[config.mk]
export PLATFORM = sky130hd
export DESIGN_NAME = counter_cmd_sequencer
export DESIGN_NICKNAME = d
export VERILOG_FILES = /design/src/rtl/counter_cmd_sequencer.sv
export SDC_FILE = /design/constraint.sdc
export NUM_CORES = 1
export LEC_CHECK = 0
export CORE_MARGIN = 1.5
export CORE_UTILIZATION = 50
export DETAILED_ROUTE_END_ITERATION = 10
export PLACE_DENSITY_LB_ADDON = 0.05
export RECOVER_POWER = 100
export SYNTH_ARGS = -nofsm -noshare
export SYNTH_HDL_FRONTEND = slang
export SYNTH_SLANG_ARGS = --single-unit
[constraint.sdc]
create_clock -name clk -period 2 [get_ports clk]
set_input_delay 0.4 -clock clk [delete_from_list [all_inputs] [get_ports clk]]
set_output_delay 0.4 -clock clk [all_outputs]
set_load 0.02 [all_outputs]
[src/rtl/counter_cmd_sequencer.sv]
// ============================================================================
// Module   : counter_cmd_sequencer
// Purpose  : Queues NOP/LOAD/MODE/WAIT commands in a FIFO and sequences them
//            onto the load/din/mode_cntrl controls of a loadable up/down counter.
//            Optional CMD_COUNT_EN adds an 8-bit completed-command counter.
// Revision : 1.0 - initial release
// ============================================================================
`default_nettype none

module counter_cmd_sequencer #(
  parameter int FIFO_DEPTH = 4
) (
  input  logic       clk,
  input  logic       rst,
  input  logic       cmd_valid,
  output logic       cmd_ready,
  input  logic [1:0] cmd_op,
  input  logic [3:0] cmd_data,
  output logic       load,
  output logic [3:0] din,
  output logic       mode_cntrl,
  output logic       busy,
  output logic       done
`ifdef CMD_COUNT_EN
  ,
  output logic [7:0] cmd_count
`endif
);

  localparam int           AW      = (FIFO_DEPTH > 1) ? $clog2(FIFO_DEPTH) : 1;
  localparam logic [AW:0]  DEPTH   = (AW+1)'(FIFO_DEPTH);
  localparam logic [1:0]   OP_LOAD = 2'b01;
  localparam logic [1:0]   OP_MODE = 2'b10;
  localparam logic [1:0]   OP_WAIT = 2'b11;

  typedef enum logic [1:0] {
    ST_IDLE = 2'd0,
    ST_EXEC = 2'd1,
    ST_WAIT = 2'd2
  } state_t;

  state_t        state;
  logic [5:0]    mem [FIFO_DEPTH];
  logic [AW-1:0] wr_ptr;
  logic [AW-1:0] rd_ptr;
  logic [AW:0]   count;
  logic [3:0]    wait_cnt;
  logic          push;
  logic          pop;
  logic [1:0]    head_op;
  logic [3:0]    head_data;

  // Ready comes only from the registered count, so a pop never frees a slot
  // in the same cycle it happens.
  assign cmd_ready           = (count < DEPTH);
  assign push                = cmd_valid && cmd_ready;
  assign pop                 = (state == ST_IDLE) && (count != '0);
  assign {head_op, head_data} = mem[rd_ptr];
  assign busy                = (count != '0) || (state != ST_IDLE);

  always_ff @(posedge clk) begin
    if (push && !rst) begin
      mem[wr_ptr] <= {cmd_op, cmd_data};
    end
  end

  always_ff @(posedge clk) begin
    if (rst) begin
      wr_ptr <= '0;
      rd_ptr <= '0;
      count  <= '0;
    end else begin
      if (push) wr_ptr <= wr_ptr + 1'b1;
      if (pop)  rd_ptr <= rd_ptr + 1'b1;
      case ({push, pop})
        2'b10:   count <= count + 1'b1;
        2'b01:   count <= count - 1'b1;
        default: count <= count;
      endcase
    end
  end

  always_ff @(posedge clk) begin
    if (rst) begin
      state      <= ST_IDLE;
      wait_cnt   <= '0;
      load       <= 1'b0;
      din        <= '0;
      mode_cntrl <= 1'b0;
      done       <= 1'b0;
    end else begin
      load <= 1'b0;
      done <= 1'b0;
      case (state)
        ST_IDLE: begin
          if (pop) begin
            if (head_op == OP_WAIT) begin
              state    <= ST_WAIT;
              wait_cnt <= head_data;
              done     <= (head_data == 4'd0);
            end else begin
              state <= ST_EXEC;
              done  <= 1'b1;
              if (head_op == OP_LOAD) begin
                load <= 1'b1;
                din  <= head_data;
              end
              if (head_op == OP_MODE) begin
                mode_cntrl <= head_data[0];
              end
            end
          end
        end
        ST_EXEC: state <= ST_IDLE;
        ST_WAIT: begin
          // done is raised one edge early so it lines up with wait_cnt == 0
          if (wait_cnt == 4'd0) begin
            state <= ST_IDLE;
          end else begin
            wait_cnt <= wait_cnt - 1'b1;
            done     <= (wait_cnt == 4'd1);
          end
        end
        default: state <= ST_IDLE;
      endcase
    end
  end

`ifdef CMD_COUNT_EN
  always_ff @(posedge clk) begin
    if (rst) begin
      cmd_count <= '0;
    end else if (done) begin
      cmd_count <= cmd_count + 1'b1;
    end
  end
`endif

endmodule

`default_nettype wire

# == After elaboration in Yosys (flattened, before gate mapping) ==
# Memory sizes are Yosys's and may differ from the RTL's. A register that Yosys moved wholly into a read port is not among the register bits.
# Cells that the tools add are included.
# totals
romBits,0
inputBits,9
n_memories,1
word_cells,65
out_inout_bits,9
regBits,20
ramBits,24
latchBits,0
# mem_list
memory,depth,width,read_ports,rd_clocked_by_memory_dff,wr,line,text
mem,4,6,1,1,1,43,logic [5:0] mem [FIFO_DEPTH];
# classes
mux,18
eq_ne,11
reduce_logical,17
n_mul,0
n_bitwise,3
n_addsub,5
order_cmp,1
n_shift,0
div,0
# ops
op,n
two-way mux 4 bit,3
AND reduction 4 bit,3
two-way mux 2 bit,5
== test 2 bit (second input constant),4
logical NOT 4 bit,2
one-hot mux 4 bit (2 select lines),1
two-way mux 1 bit,6
!= test 2 bit (second input constant),3
one-hot mux 3 bit (2 select lines),1
nonzero test 2 bit,3
adder 2 x 1 -> 2 bit (second input constant),2
== test 2 x 1 -> 1 bit (second input constant),2
== test 4 x 1 -> 1 bit (second input constant),1
one-hot mux 2 bit (2 select lines),1
OR reduction 4 bit,1
subtractor 4 x 1 -> 4 bit (second input constant),1
adder 3 x 1 -> 3 bit (second input constant),1
logical AND 1 bit,3
less-than comparator 3 bit (second input constant),1
NOT 1 bit,3
nonzero test 3 bit,1
subtractor 3 x 1 -> 3 bit (second input constant),1
logical NOT 2 bit,1
!= test 2 x 1 -> 1 bit (second input constant),1
4 further kinds,4

# == Depth between registers and ports, before layout ==
# Gate-level depths: netlist of run 1.
# logic_depth
depth_word,5
depth_mapped,9

# == Worst setup path before layout of run 1 ==
# No wires, ideal clock.
# synth_timing
path_kind,flip-flop to flip-flop
from,reg state[0]
to,reg count[2]
path_stages_with_launch,9
arrival_time_ps,2054
t_required_ps,1930
n_path_buf,0
path_slack_ps,-124
period_less_slack_ps,2124
cell_sequence,dfxtp_1 or2_2 nor2_1 ha_1 inv_1 fa_1 xor2_1 or3_1 a21oi_1
# synth_via
elab_chain_cells,4
# synth_rtl
item,line,text
from (decl),42,state_t state;
from (signal assigned),85,state <= ST_IDLE;
from (signal assigned),98,state <= ST_WAIT;
from (signal assigned),102,state <= ST_EXEC;
logical NOT 2 bit *,57,assign pop = (state == ST_IDLE) && (count != '0);
logical AND 1 bit *,57,
named net pop,49,logic pop;
== test 2 x 1 -> 1 bit or == test 2 bit (tied branches),75,"case ({push, pop})"
one-hot mux 3 bit (2 select lines) or nonzero test 2 bit (tied branches),n/a,
to (signal assigned),76,2'b10: count <= count + 1'b1;
to (signal assigned),77,2'b01: count <= count - 1'b1;
to (signal assigned),78,default: count <= count;
to (decl),46,logic [AW:0] count;
# Mark *: on every way through the listed nets, which the timed path passes. The rest lies on a longest branch.
# A chain may end at the register's enable or synchronous reset.

# == Final worst setup path of run 1 ==
# layout_timing
from,reg state[1]
to,reg count[2]
# The elaborated chain is that of the path after synthesis.

==> results of run 1 <==
==> placed cells by master (no fill, tap or decap), types with 2 or more instances in the layout <==
cell	count
dfxtp_2	3
and3_1	4
xnor2_1	2
mux2i_1	5
mux4_1	4
nor3_1	2
xor2_1	3
inv_6	3
nor2_1	21
nor2b_1	2
inv_1	10
clkdlybuf4s50_1	10
mux4_2	2
or3_1	2
dlygate4sd3_1	6
o32ai_1	2
ha_1	7
edfxtp_1	24
buf_4	13
a21oi_1	5
nand2_1	5
clkbuf_8	5
dfxtp_1	18
==> area by class of cell <==
class | count | area (um^2) | share of cell area
clock inverter | 3 | 26.28 | 0.01094
timing repair buffer | 31 | 270.3 | 0.1126
sequential | 46 | 1169 | 0.4867
tap | 48 | 60.06 | 0.02501
clock buffer | 5 | 68.82 | 0.02866
multi-input combinational | 91 | 769.5 | 0.3205
inverter | 10 | 37.54 | 0.01563
==> timing repair <==
item | in CTS | in global routing
pin swaps | 1 | 2
setup endpoints to repair | 2 | 7
gates resized for setup | 3 | 6
buffers inserted | 0 | 3
==> flip-flops by register name (all words and copies together), names as in the netlist, named ones only <==
signal	count
count	3
din	4
done	1
load	1
mem	24
mode_cntrl	1
rd_ptr	2
state	2
wait_cnt	4
wr_ptr	2
==> worst min-delay path: stages, from the launching register on <==
cell and delay, ns:
dfxtp_1 0.33, mux2i_1 0.06, nor2_1 0.07
==> through the flow <==
step | setup slack, ns | utilization | std cells | hold slack [ns] | setup TNS, ns
after floorplan | 0.005918 | - | 152 | 0.4521 | 0
after global placement | -0.1864 | 0.6049 | 223 | 0.4759 | -0.1983
after detailed placement | -0.2741 | 0.6049 | 223 | 0.4919 | -0.3038
after CTS | 0.0009455 | 0.6314 | 231 | 0.4596 | 0
after global routing | -0.05194 | 0.6414 | 234 | 0.5327 | -0.05194
final | 0.008135 | 0.6414 | 234 | 0.5020 | 0
==> routing by layer <==
layer,vias up,track usage,share of wire,wire length (um)
li1,619,-,-,-
met1,610,0.2145,0.43,1464
met2,25,0.2917,0.50,1698
met3,8,0.06303,0.041,137
met4,0,0.09184,0.023,77
met5,-,0,0,0
==> worst min path at each step <==
stage / startpoint / endpoint / slack [ns] / cells after the start
after CTS: state[0] / done / 0.46 / 1
after global routing: wait_cnt[3] / wait_cnt[3] / 0.53 / 2
after floorplan: state[0] / done / 0.45 / 1
final: din[1] / din[1] / 0.50 / 2
after global placement: din[1] / din[1] / 0.48 / 2
after detailed placement: wait_cnt[3] / wait_cnt[3] / 0.49 / 2
==> report_power, final <==
group	internal [mW]	total, mW	switching (mW)	leakage, nW
logic	0.650	1.32	0.671	0.431
registers	1.16	1.26	0.100	0.399
clock network	0.259	0.588	0.329	0.0495
total	2.07	3.17	1.10	0.880
==> kinds of logic (layout without fill, tap and decap cells) <==
family                   count (synthesis)  after routing  synth area share
AND/OR/NAND/NOR                         49             49            0.1327
flip-flops                              46             46            0.5862
AO/OA/AOI/OAI                           17             17           0.05876
buffers and inverters                   15             49           0.03854
multiplexers                            11             11            0.1011
adder cells (fa/ha/maj)                  9              9           0.06065
XOR/XNOR                                 5              5           0.02211
==> flow_summary.json, run 1 <==
{
  "hold_path.class": "reg2reg",
  "yosysMostFrequentCell": "edfxtp_1",
  "reg2regPathDepth": 8,
  "initial_core_util": 0.5291,
  "rsz0062_at_grt": "true",
  "cp_num_buf_inv": 1,
  "layout-drive-gt1-share": 0.1774,
  "area_delta_synth_final_pct": 21.23,
  "syn_nets": 170,
  "ys.warnings.count": 0,
  "grt-ovfl-total": 0,
  "power_mw": 3.167,
  "crit_start": "state[1]",
  "htree_levels": 2,
  "p_leak_nw": 0.8798,
  "fmax_mhz": 502.0,
  "synth_edf_count": 24,
  "worst_pin_slew_ns": 0.4368,
  "synth_cells": 152,
  "critPathMaxFanout": 3,
  "slowest_stage": "fa_1",
  "cp_top_family": "simple AND/OR/NAND/NOR gates",
  "diodes": 0,
  "ant_nets": 0,
  "grt_max_degree": 21,
  "drc_errors": 0,
  "r2r-start": "state[1]",
  "num-fill-cells": 296,
  "fin_area_um2": 2401,
  "setup.worst_path.class": "reg2reg",
  "fin_nets": 203,
  "io_pins": 18,
  "synthTopCellsByArea": "edfxtp_1 (36%), dfxtp_1 (22%), mux4_1 (5.3%)",
  "vias_per_cell": 5.393,
  "cap_violations": 0,
  "critPathRequiredTime_ns": 2.24,
  "root_buffer": "clkbuf_8",
  "critPathMaxStageDelay_ns": 0.37,
  "crit_path_end": "count[2]",
  "syn_avg_cell_area_um2": 13.03,
  "finalSetupViolCount": 0,
  "cp.depth": 8,
  "ys_top_cells_by_count": "edfxtp_1 (24), dfxtp_1 (22), nor2_1 (22)",
  "p_per_area_nw_per_um2": 1319,
  "min_period_ns": 1.992,
  "slew_headroom": 0.7076,
  "portBuffers": 17,
  "first_global_vias": 1245,
  "vias": 1262,
  "drv_slew": 0,
  "routed_wl_mm": 3.377,
  "hold_viol": 0,
  "insertion_delay_ns": 0.30,
  "r2r_end": "count[2]",
  "finalCritPeriodShare": 0.9959,
  "cp_cell_sequence": "or2_4, nor2_4, ha_4, inv_1, fa_1, xor2_1, or3_1, a21oi_2",
  "die_x_um": 65.94,
  "syn_area_um2": 1981,
  "worst-endpoint-arrival_ns": 2.23,
  "synth_ff_type": "edfxtp_1",
  "synth-seq-area-share": 0.5862,
  "rrSetupSlack_ns": 0.008,
  "clockBufferDepth": 2,
  "die_area_um2": 4348,
  "status": "finished, final reports clean",
  "startpoint_type": "register",
  "fin_skew_ns": 0.003912,
  "yosysTopAreaCellShare": 0.3639,
  "synth-async-reset-ratio": 0,
  "grt_pass1_wl_mm": 5.678,
  "yosysTopAreaCell": "edfxtp_1",
  "cts_tree": "done",
  "drt_first_pass_iters": 4,
  "endpoint_kind": "register",
  "first_iter_violations": 57,
  "hold_buffers": 0,
  "synth_seq_cells": 46,
  "coreArea_um2": 3744,
  "post_dp_cell_area_um2": 2265,
  "grtUsageTotal": 0.1810,
  "clkTransAtPathRegs_ns": 0.09,
  "wl_per_cell_um": 14.43,
  "irDropWorstVdd_mv": 0.7250,
  "cts_sinks": 46,
  "routabilityCongestion": 0.7692,
  "rows": 22,
  "chipHeight_um": 65.94,
  "hpwl_mm": 2.449,
  "cts_buffers": 5,
  "grt_antenna_before_repair": 0,
  "synthDistinctLibCells": 43
}
Power figures use the tool's default switching activity.
==> run 2: changes to the inputs <==
--- a/config.mk
+++ b/config.mk
@@ -5,7 +5,7 @@
 export SDC_FILE = /design/constraint.sdc
 export NUM_CORES = 1
 export LEC_CHECK = 0
-export CORE_MARGIN = 1.5
+export CORE_MARGIN = 2
 export CORE_UTILIZATION = 50
 export DETAILED_ROUTE_END_ITERATION = 10
 export PLACE_DENSITY_LB_ADDON = 0.05
==> run 2 against run 1 <==
Global-route usage is 0.59 points lower. Worst hold slack worse by 0.051 ns. Die area is 3.1% higher. Design area is 1.7% lower. Utilization is 1.1 points lower. Flip-flop and latch count stayed put. Clock power is 11% lower. Wire length is 0.56% lower. Clock-buffer cell count stayed put. Highest routed layer unchanged. Non-clock buffer count is 3 lower. Sequential share of layout area is 0.67 points higher.
==> flow_summary.json, run 2 (same netlist as run 1, synthesis figures left out) <==
{
  "coreArea_um2": 3744,
  "num-fill-cells": 307,
  "vias": 1245,
  "fin_skew_ns": 0.006831,
  "hold_buffers": 0,
  "p_per_area_nw_per_um2": 1299,
  "first_iter_violations": 74,
  "endpoint_kind": "register",
  "internal_power_mw": 2.021,
  "root_buffer": "clkbuf_8",
  "postCtsSetupRepairBufs": 0,
  "chipHeight_um": 66.94,
  "area_delta_synth_final_pct": 19.20,
  "wl_per_cell_um": 14.54,
  "cts_buffers": 5,
  "status": "finished, final reports clean",
  "rsz0062_at_grt": "true",
  "cp_top_family": "simple AND/OR/NAND/NOR gates",
  "insertion_delay_ns": 0.29,
  "clkTransAtPathRegs_ns": 0.08,
  "ant_nets": 0,
  "initial_core_util": 0.5291,
  "grt_pass1_wl_mm": 5.616,
  "p_seq_frac": 0.410,
  "grtUsageTotal": 0.1751,
  "hold_path.class": "reg2reg",
  "vias_per_cell": 5.390,
  "drv_slew": 0,
  "slowest_stage": "dfxtp_2",
  "hpwl_mm": 2.513,
  "top_regs": "mem: 24 flops, din: 4 flops, wait_cnt: 4 flops",
  "grt-ovfl-total": 0,
  "drc_errors": 0,
  "fmax_mhz": 509.7,
  "worst-endpoint-arrival_ns": 2.20,
  "setup.worst_path.class": "reg2reg",
  "portBuffers": 17,
  "min_period_ns": 1.962,
  "cap_violations": 0,
  "cts_sinks": 46,
  "finalCritPeriodShare": 0.9810,
  "critPathMaxStageDelay_ns": 0.34,
  "cts_tree": "done",
  "grt_max_degree": 21,
  "io_pins": 18,
  "htree_levels": 2,
  "critPathMaxFanout": 5,
  "final_cell_mix": "edfxtp_1 (24), nor2_1 (21), dfxtp_1 (19)",
  "final_common_cell": "edfxtp_1",
  "dp_slack_ns": -0.3159,
  "diodes": 0,
  "largest_reg_flops": 24,
  "layout-drive-gt1-share": 0.1585,
  "slew_headroom": 0.6994,
  "die_x_um": 66.94,
  "first_global_vias": 1258,
  "p_switching_mw": 1.046,
  "power_mw": 3.066,
  "fin_ws_ns": 0.03791,
  "p_leak_nw": 0.8580,
  "rows": 22,
  "startpoint_type": "register",
  "routabilityCongestion": 0.7566,
  "worst_pin_slew_ns": 0.4490,
  "fin_area_um2": 2361,
  "hold_viol": 0,
  "critPathRequiredTime_ns": 2.23,
  "routed_wl_mm": 3.358,
  "irDropWorstVdd_mv": 0.7148,
  "die_area_um2": 4481,
  "top_register": "mem",
  "clkPwrFrac": 0.172,
  "cp_cell_sequence": "or2_4, nor2_4, ha_2, inv_1, fa_2, xor2_1, or3_1, a21oi_2",
  "switching_share": 0.3410,
  "fin_nets": 200,
  "grt_antenna_before_repair": 0,
  "finalSetupViolCount": 0,
  "drt_first_pass_iters": 5,
  "combPwrFrac": 0.419,
  "post_dp_cell_area_um2": 2265,
  "cp_num_buf_inv": 1,
  "clockBufferDepth": 2
}
## run 2: through the flow
step	TNS (ns)	hold WS [ns]	cells	util
floorplan	0	0.4521	152	-
global placement	-0.2011	0.4756	223	0.6049
detailed placement	-0.3575	0.4911	223	0.6049
CTS	0	0.4546	231	0.6293
global route	-0.03491	0.4812	231	0.6307
finish	0	0.4513	231	0.6307
## run 2: per-layer routing
layer,up-vias,part of all wire,global-route usage
met2,32,0.50,0.2975
met1,597,0.45,0.2073
met4,0,0.012,0.06122
met3,4,0.038,0.05743
met5,-,0,0
li1,612,-,-
## run 2: layout make-up
type,instances,area (um^2),area share
Inverter,10,37.54,0.01590
Clock buffer,5,68.82,0.02915
Sequential cell,46,1165,0.4934
Clock inverter,3,16.27,0.006889
Tap cell,48,60.06,0.02544
Timing Repair Buffer,28,251.5,0.1065
Multi-Input combinational cell,91,762.0,0.3227
## run 2: power groups by stage
stage / combinational, mW / sequential [mW] / clock [mW]
final: 1.28 / 1.26 / 0.526
after global routing: 1.41 / 1.28 / 0.590
after floorplan: 0.810 / 1.29 / 0
after global placement: 1.25 / 1.27 / 0
after CTS: 1.30 / 1.25 / 0.544
after detailed placement: 1.28 / 1.27 / 0
## run 2: final timing paths
check / from / endpoint / slack [ns] / cells past startpoint
worst max-delay path: state[0] / count[2] / 0.04 / 8
worst min register to register: state[0] / done / 0.45 / 1
worst min-delay path: state[0] / done / 0.45 / 1
worst max register to register: state[0] / count[2] / 0.04 / 8
## run 2: what timing repair did
| item | CTS | global route |
|---|---|---|
| endpoints found under the hold margin | 0 | 0 |
| pin swaps | 1 | 0 |
| resized for setup | 3 | 4 |
| endpoints found under the setup margin | 1 | 7 |
